[src/rtl/mb_ascii_tx.sv]
// Modbus ASCII slave transmitter: PDU byte stream in, ':' addr PDU LRC CR LF out as ASCII hex.
// Latency: in_valid in IDLE -> ':' on tx_data next cycle; PDU byte accept -> hi nibble next cycle.
// Backpressure: tx_valid/tx_data hold until tx_ready; in_ready only while waiting for the next PDU byte.
//
// Ports:
//   clk, rst_n                 clock, asynchronous active-low reset
//   in_data/in_valid/in_last   PDU byte stream, in_ready accepts a byte
//   tx_data/tx_valid/tx_ready  ASCII character stream to the UART
//   busy                       frame in progress
//   tx_done                    1-cycle pulse after the final LF is taken by the UART
//   err_overflow               sticky: PDU longer than MaxPdu, cleared at next frame start
module mb_ascii_tx #(
   parameter logic [7:0] SlaveAddress = 8'h0A,
   parameter int         MaxPdu       = 253
) (
   input  logic       clk,
   input  logic       rst_n,
   input  logic [7:0] in_data,
   input  logic       in_valid,
   input  logic       in_last,
   output logic       in_ready,
   output logic [7:0] tx_data,
   output logic       tx_valid,
   input  logic       tx_ready,
   output logic       busy,
   output logic       tx_done,
   output logic       err_overflow
);

   typedef enum logic [3:0] {
      IDLE, SOF, ADR_HI, ADR_LO, LOAD, D_HI, D_LO, LRC_HI, LRC_LO, CR, LF
   } state_t;

   localparam logic [7:0] MAX_B = 8'(MaxPdu);

   state_t     state;
   logic [7:0] sum;       // wrapping sum of address + kept PDU bytes
   logic [7:0] count;     // PDU bytes accepted, saturates at MaxPdu+1
   logic [3:0] lo_q;      // low nibble of the latched byte; high nibble goes out directly
   logic       last_q;
   logic [7:0] lrc;
   logic       hs;

   // Uppercase ASCII hex digit for one nibble.
   function automatic logic [7:0] hex(input logic [3:0] n);
      return (n < 4'd10) ? (8'h30 + {4'h0, n}) : (8'h37 + {4'h0, n});
   endfunction

   assign lrc      = 8'(~sum + 8'd1);
   assign hs       = tx_valid & tx_ready;
   assign in_ready = (state == LOAD);
   assign busy     = (state != IDLE);

   always_ff @(posedge clk or negedge rst_n) begin
      if (!rst_n) begin
         state        <= IDLE;
         tx_data      <= 8'h00;
         tx_valid     <= 1'b0;
         tx_done      <= 1'b0;
         err_overflow <= 1'b0;
         sum          <= 8'h00;
         count        <= 8'h00;
         lo_q         <= 4'h0;
         last_q       <= 1'b0;
      end else begin
         tx_done <= 1'b0;
         case (state)
            IDLE: begin
               // Start of frame only; the PDU byte itself is taken later in LOAD.
               if (in_valid) begin
                  state        <= SOF;
                  sum          <= 8'h00;
                  count        <= 8'h00;
                  err_overflow <= 1'b0;
                  tx_valid     <= 1'b1;
                  tx_data      <= 8'h3A;
               end
            end
            SOF: if (hs) begin
               state   <= ADR_HI;
               tx_data <= hex(SlaveAddress[7:4]);
            end
            ADR_HI: if (hs) begin
               state   <= ADR_LO;
               tx_data <= hex(SlaveAddress[3:0]);
            end
            ADR_LO: if (hs) begin
               state    <= LOAD;
               tx_valid <= 1'b0;
               sum      <= sum + SlaveAddress;
            end
            LOAD: begin
               if (in_valid) begin
                  if (count < MAX_B) begin
                     lo_q     <= in_data[3:0];
                     last_q   <= in_last;
                     sum      <= sum + in_data;
                     count    <= count + 8'd1;
                     state    <= D_HI;
                     tx_valid <= 1'b1;
                     tx_data  <= hex(in_data[7:4]);
                  end else begin
                     // Excess byte: swallowed, frame closes on in_last over the kept bytes.
                     err_overflow <= 1'b1;
                     count        <= MAX_B + 8'd1;
                     if (in_last) begin
                        state    <= LRC_HI;
                        tx_valid <= 1'b1;
                        tx_data  <= hex(lrc[7:4]);
                     end
                  end
               end
            end
            D_HI: if (hs) begin
               state   <= D_LO;
               tx_data <= hex(lo_q);
            end
            D_LO: if (hs) begin
               if (last_q) begin
                  state   <= LRC_HI;
                  tx_data <= hex(lrc[7:4]);
               end else begin
                  state    <= LOAD;
                  tx_valid <= 1'b0;
               end
            end
            LRC_HI: if (hs) begin
               state   <= LRC_LO;
               tx_data <= hex(lrc[3:0]);
            end
            LRC_LO: if (hs) begin
               state   <= CR;
               tx_data <= 8'h0D;
            end
            CR: if (hs) begin
               state   <= LF;
               tx_data <= 8'h0A;
            end
            LF: if (hs) begin
               state    <= IDLE;
               tx_valid <= 1'b0;
               tx_done  <= 1'b1;
            end
            default: state <= IDLE;
         endcase
      end
   end

endmodule

[config.mk]
export PLATFORM = sky130hd
export DESIGN_NAME = mb_ascii_tx
export DESIGN_NICKNAME = d
export VERILOG_FILES = /design/src/rtl/mb_ascii_tx.sv
export SDC_FILE = /design/constraint.sdc
export NUM_CORES = 1
export LEC_CHECK = 0
export ABC_AREA = 0
export CORE_ASPECT_RATIO = 1.25
export CORE_MARGIN = 5
export CORE_UTILIZATION = 60
export DETAILED_ROUTE_END_ITERATION = 6
export PLACE_DENSITY = 0.81
export SYNTH_ARGS = -nofsm -noshare
export SYNTH_HDL_FRONTEND = slang
export SYNTH_SLANG_ARGS = --single-unit
[constraint.sdc]
create_clock -name clk -period 4 [get_ports clk]
set_input_delay 0.8 -clock clk [delete_from_list [all_inputs] [get_ports clk]]
set_output_delay 0.8 -clock clk [all_outputs]
set_load 0.01 [all_outputs]
; Word-level counts from Yosys, hierarchy flattened
; Cells that the tools add are included.
[op_classes]
div_mod_pow = 0
mux = 54
multipliers = 0
order_cmp = 5
n_reduce_logical = 14
bitwise = 2
n_shift = 0
n_eq_ne = 27
n_addsub = 12
[op_table]
columns = operator, count
row1 = two-way mux 8 bit, 18
row2 = case mux 8 bit (9 select lines), 1
row3 = "adder 6 x 4 -> 7 bit, first input constant", 8
row4 = two-way mux 4 bit, 13
row5 = case mux 4 bit (11 select lines), 1
row6 = two-way mux 7 bit, 4
row7 = "inequality test 2 bit, second input constant", 14
row8 = case mux 8 bit (3 select lines), 1
row9 = AND reduction 12 bit, 2
row10 = "adder 8 x 1 -> 8 bit, second input constant", 2
row11 = "== test 4 x 3 -> 1 bit, second input constant", 4
row12 = "less-than comparator 4 bit, second input constant", 4
row13 = case mux 8 bit (2 select lines), 1
row14 = "== test 4 bit, second input constant", 3
row15 = two-way mux 1 bit, 12
row16 = nonzero test 9 bit, 1
row17 = "adder 8 x 4 -> 8 bit, second input constant", 1
row18 = adder 8 bit, 1
row19 = "== test 4 x 2 -> 1 bit, second input constant", 2
row20 = "less-than comparator 8 bit, second input constant", 1
row21 = NOT 8 bit, 1
row22 = nonzero test 4 bit, 2
row23 = AND reduction 7 bit, 1
row24 = AND reduction 3 bit, 2
row25 = 13 further kinds, 14
[totals]
mem_bits_rw = 0
wordCells = 123
out_inout_bits = 13
regBits = 36
romBits = 0
latch_bits = 0
n_memories = 0

; Depth between registers and ports, before layout
; Gate-level depths: netlist (run 1).
[logic_depth]
word_depth = 8
mapped_depth = 14
mapped_depth_nobuf = 12

; Worst setup path before layout (run 1)
; No wires, ideal clock.
[synth_timing]
kind = reg2reg
startpoint = reg sum[2]
endpoint = reg tx_data[6]
t_arrival_ns = 2.934
required_time_ns = 3.874
stages_incl_launch_ff = 13
setup_time_ns = 0.126
path_slack_ns = 0.940
cell_sequence = dfrtp_1 > inv_1 > ha_1 > nor4b_2 > xnor2_1 > ha_1 > buf_1 > o21a_1 > a311oi_1 > a2111oi_2 > o22ai_1 > and3_1 > a221o_1
[synth_between]
elab_chain_len = 8
word_cells_on_any_way = 17
classes_between = add/sub (5) / order compare (2) / mux (9) / bitwise (1)
[synth_lines]
columns = element, line
row1 = start: declaration, 37  ; logic [7:0] sum;
row2 = start signal: assignment, 90  ; sum <= sum + SlaveAddress;
row3 = start signal: assignment, 97  ; sum <= sum + in_data;
row4 = NOT 8 bit (*), 49  ; assign lrc = 8'(~sum + 8'd1);
row5 = adder 8 x 1 -> 8 bit (*), 49
row6 = adder 6 x 4 -> 7 bit / less-than comparator 4 bit (equally long branches), 46  ; return (n < 4'd10) ? (8'h30 + {4'h0, n}) : (8'h37 + {4'h0, n});
row7 = two-way mux 7 bit, 46
row8 = two-way mux 8 bit, 106  ; if (in_last) begin
row9 = two-way mux 8 bit, 94  ; if (count < MAX_B) begin
row10 = two-way mux 8 bit, 93  ; if (in_valid) begin
row11 = case mux 8 bit (9 select lines) (*), 67  ; case (state)
row12 = end signal: assignment, 101  ; tx_data <= hex(in_data[7:4]);
row13 = end signal: assignment, 109  ; tx_data <= hex(lrc[7:4]);
row14 = end signal: assignment, 116  ; tx_data <= hex(lo_q);
row15 = end: declaration, 22  ; output logic [7:0] tx_data,
; Every way passes the cells marked *; elsewhere a longest branch is shown, timed or not. The select of a mux whose other input is x is not followed.
; A chain may end at the register's enable or synchronous reset.

; Worst setup path in the final report (run 1)
; Ends and elaborated chain as after synthesis.

==> flow_summary.yaml, run 1 <==
die:
  dieArea_mm2: 0.007044
  core_mm2: 0.005368
  dieWidth_um: 76.08
  io_pins: 26
  row_count: 30
  fp.dieH_um: 92.60
  start_util: 0.6100
clock_network:
  cts_hold_buf: 0
  cts_made_buffers: 5
  path_clk_slew_ns: 0.08
  clk_latency_ns: 0.29
  clockBufferDepth: 2
  clock-root-buffer: "clkbuf_8"
  htreeDepth: 2
  cts_tree: "yes"
  clock-sinks: 35
  cts_setup_buffers: 0
  ctsResizeCount: 0
synth:
  yosys-top-cells-count: "44 x o21ai_0, 37 x a21oi_1, 35 x dfrtp_1, 35 x nand2_1, 35 x nor2_1"
  async_flop_share: 1.000
  synth_fp_nets: 445
  synthTopCellsByArea: "dfrtp_1 27%, o21ai_0 6.7%, ha_1 5.7%"
  ys_seq_elements: 35
  yosysMostFrequentCell: "o21ai_0"
  yosysSeqAreaShare: 0.2675
  yosys.area.top_type: "dfrtp_1"
  yosysUniqueCellTypes: 74
  ys.flop_type: "dfrtp_1"
  yosysWarnings: 0
  synth_area_mm2: 0.003274
  syn_inst: 416
  synth_edf_count: 0
  synth_top_area_frac: 0.2675
  avgSynthCellArea_um2: 7.871
timing:
  fmax_mhz: 276.4
  whs_ns: 0.5141
  hold_viol_final: 0
  fin_worst_skew_ns: 0.007544
  tightest_slew_ns: 0.9026
  tns_ns: 0
  period_share: 0.9045
  finalWorstSetupSlack_ns: 0.3820
  rsz0062_at_grt: "no"
  maxSlewHeadroom: 0.3901
  setup_viol: 0
  min_period_ns: 3.618
  drv_slew: 0
grt:
  grtUsageTotal: 0.2418
  grt_max_degree: 36
  grt_pass1_wl_um: 14280
  grt_overflow: 0
  grt_pass1_vias: 3085
  antenna_found_initial: 0
drt:
  via_per_inst: 6.764
  drt-pass1-iter-count: 5
  totalWireLength_um: 8665
  drc: 0
  vias: 3328
  drtAntennaViolNets: 0
  drt_iter0_markers: 355
  wl_per_cell_um: 17.61
final_layout:
  n_fill_cell: 475
  nets: 456
  syn_to_final_growth_pct: 10.09
  drive_gt1_frac: 0.08411
  antenna_cells: 0
  instances_no_fill: 492
worst_hold_path:
  hold_depth: 1
  min_path_type: "flop to flop"
  hold_end: "tx_data[6]"
  min_from: "tx_data[6]"
worst_setup_path:
  path_class: "flop to flop"
  r2r-end: "tx_data[6]"
  path_max_fanout: 9
  r2r_cells: 11
  rrSetupSlack_ns: 0.38
  crit_path_end_kind: "flop"
  cp.arrival_ns: 3.80
  setup.worst_path.start_class: "flop"
  regToRegStartpoint: "sum[2]"
  required_ns: 4.18
placed_design:
  io_buffers: 24
  dp_cells: 484
  pre_cts_ws_ns: 0.5898
  hpwl_um: 6239
  globalplace.congestion: 0.9131
run:
  max_cap_viol_count: 0
power:
  leakage_nw: 1.471
  p_per_area_mw_per_mm2: 853.7
  vdd_drop_max_uv: 534.7
run_status:
  status: "finished, final reports clean"
## final cells by class
type	count	area (um2)	share of cell area
tap	64	80.08	0.02221
multi-input combinational	333	2165	0.6005
clock buffer	5	68.82	0.01909
inverter	21	78.83	0.02187
clock inverter	3	43.79	0.01215
timing repair buffer	31	292.8	0.08122
sequential	35	875.8	0.2430
## kinds of logic after synthesis
kind of cell,count (synthesis),synth area share
adder cells (fa/ha/maj),16,0.06343
other,1,0.001145
buffers and inverters,48,0.07145
multiplexers,8,0.02637
XOR/XNOR,17,0.04547
flip-flops,35,0.2675
AND/OR/NAND/NOR,149,0.2423
AO/OA/AOI/OAI,142,0.2824
## placed cells by master (no fill, tap or decap), types with 3 or more instances in the layout
| master | instances |
|---|---|
| nand2b_1 | 8 |
| mux2_2 | 5 |
| nor2b_1 | 9 |
| mux2i_1 | 3 |
| nand2_1 | 35 |
| clkdlybuf4s50_1 | 24 |
| inv_1 | 19 |
| or3_1 | 3 |
| a31oi_1 | 4 |
| a21o_1 | 3 |
| xnor2_1 | 10 |
| nand4_1 | 6 |
| o22ai_1 | 3 |
| and3_1 | 3 |
| buf_4 | 7 |
| o21a_1 | 3 |
| o211ai_1 | 5 |
| a21oi_1 | 37 |
| dfrtp_1 | 35 |
| ha_1 | 15 |
| a31o_2 | 3 |
| o21ai_0 | 44 |
| xor2_1 | 7 |
| nor3_1 | 11 |
| a311oi_1 | 4 |
| clkbuf_8 | 5 |
| nor2_1 | 35 |
| nand3_1 | 17 |
| a211oi_1 | 3 |
| nor4_1 | 3 |
| o31ai_1 | 3 |
## worst max-delay path, stage by stage, from the launching register on
cell	delay, ns
dfrtp_1	0.50
inv_1	0.15
ha_1	0.23
nor4b_2	0.64
xnor2_1	0.23
ha_1	0.34
o21a_1	0.14
a311oi_1	0.05
a2111oi_2	0.55
o22ai_1	0.18
and3_1	0.22
a221o_1	0.25
## flip-flops by register name (all words and copies together), names as in the netlist, 4 cells and up
signal / flops
tx_data: 7
count: 8
lo_q: 4
state: 4
sum: 8
## per-layer routing
layer / track usage / part of all wire / vias to the layer above / wire [um]
met1: 0.3024 / 0.41 / 1564 / 3565
met5: 0 / 0 / - / 0
met4: 0.1385 / 0.050 / 0 / 429
li1: - / - / 1551 / -
met2: 0.3943 / 0.47 / 170 / 4095
met3: 0.03696 / 0.066 / 43 / 575
## worst max path at each step
stage	startpoint	endpoint	slack (ns)	cells past startpoint
floorplan	sum[2]	tx_data[6]	0.94	12
global placement	sum[2]	tx_data[6]	0.77	11
detailed placement	sum[2]	tx_data[6]	0.59	11
CTS	sum[2]	tx_data[6]	0.50	11
global route	sum[2]	tx_data[6]	0.18	11
finish	sum[2]	tx_data[6]	0.38	11
## where the power goes
part / switching (W) / internal (W)
Combinational: 0.00119 / 0.000861
Clock: 0.000146 / 0.000186
Sequential: 0.000207 / 0.000491
## metrics by stage
stage               utilization  total power, W  cell area, um2
floorplan                     -        0.002246            3274
detailed placement       0.6506        0.002690            3492
global route             0.6716        0.003322            3605
global placement         0.6506        0.002637            3492
finish                   0.6716        0.003078            3605
CTS                      0.6716        0.003038            3605
No activity file was read; power rests on OpenSTA's default activity.
==> inputs of run 2 (changes only) <==
- CTS_BUF_LIST: not set -> sky130_fd_sc_hd__clkbuf_8 sky130_fd_sc_hd__clkbuf_16
==> results of run 2 <==
No change in the layout: final DEF, timing and power equal those of run 1.
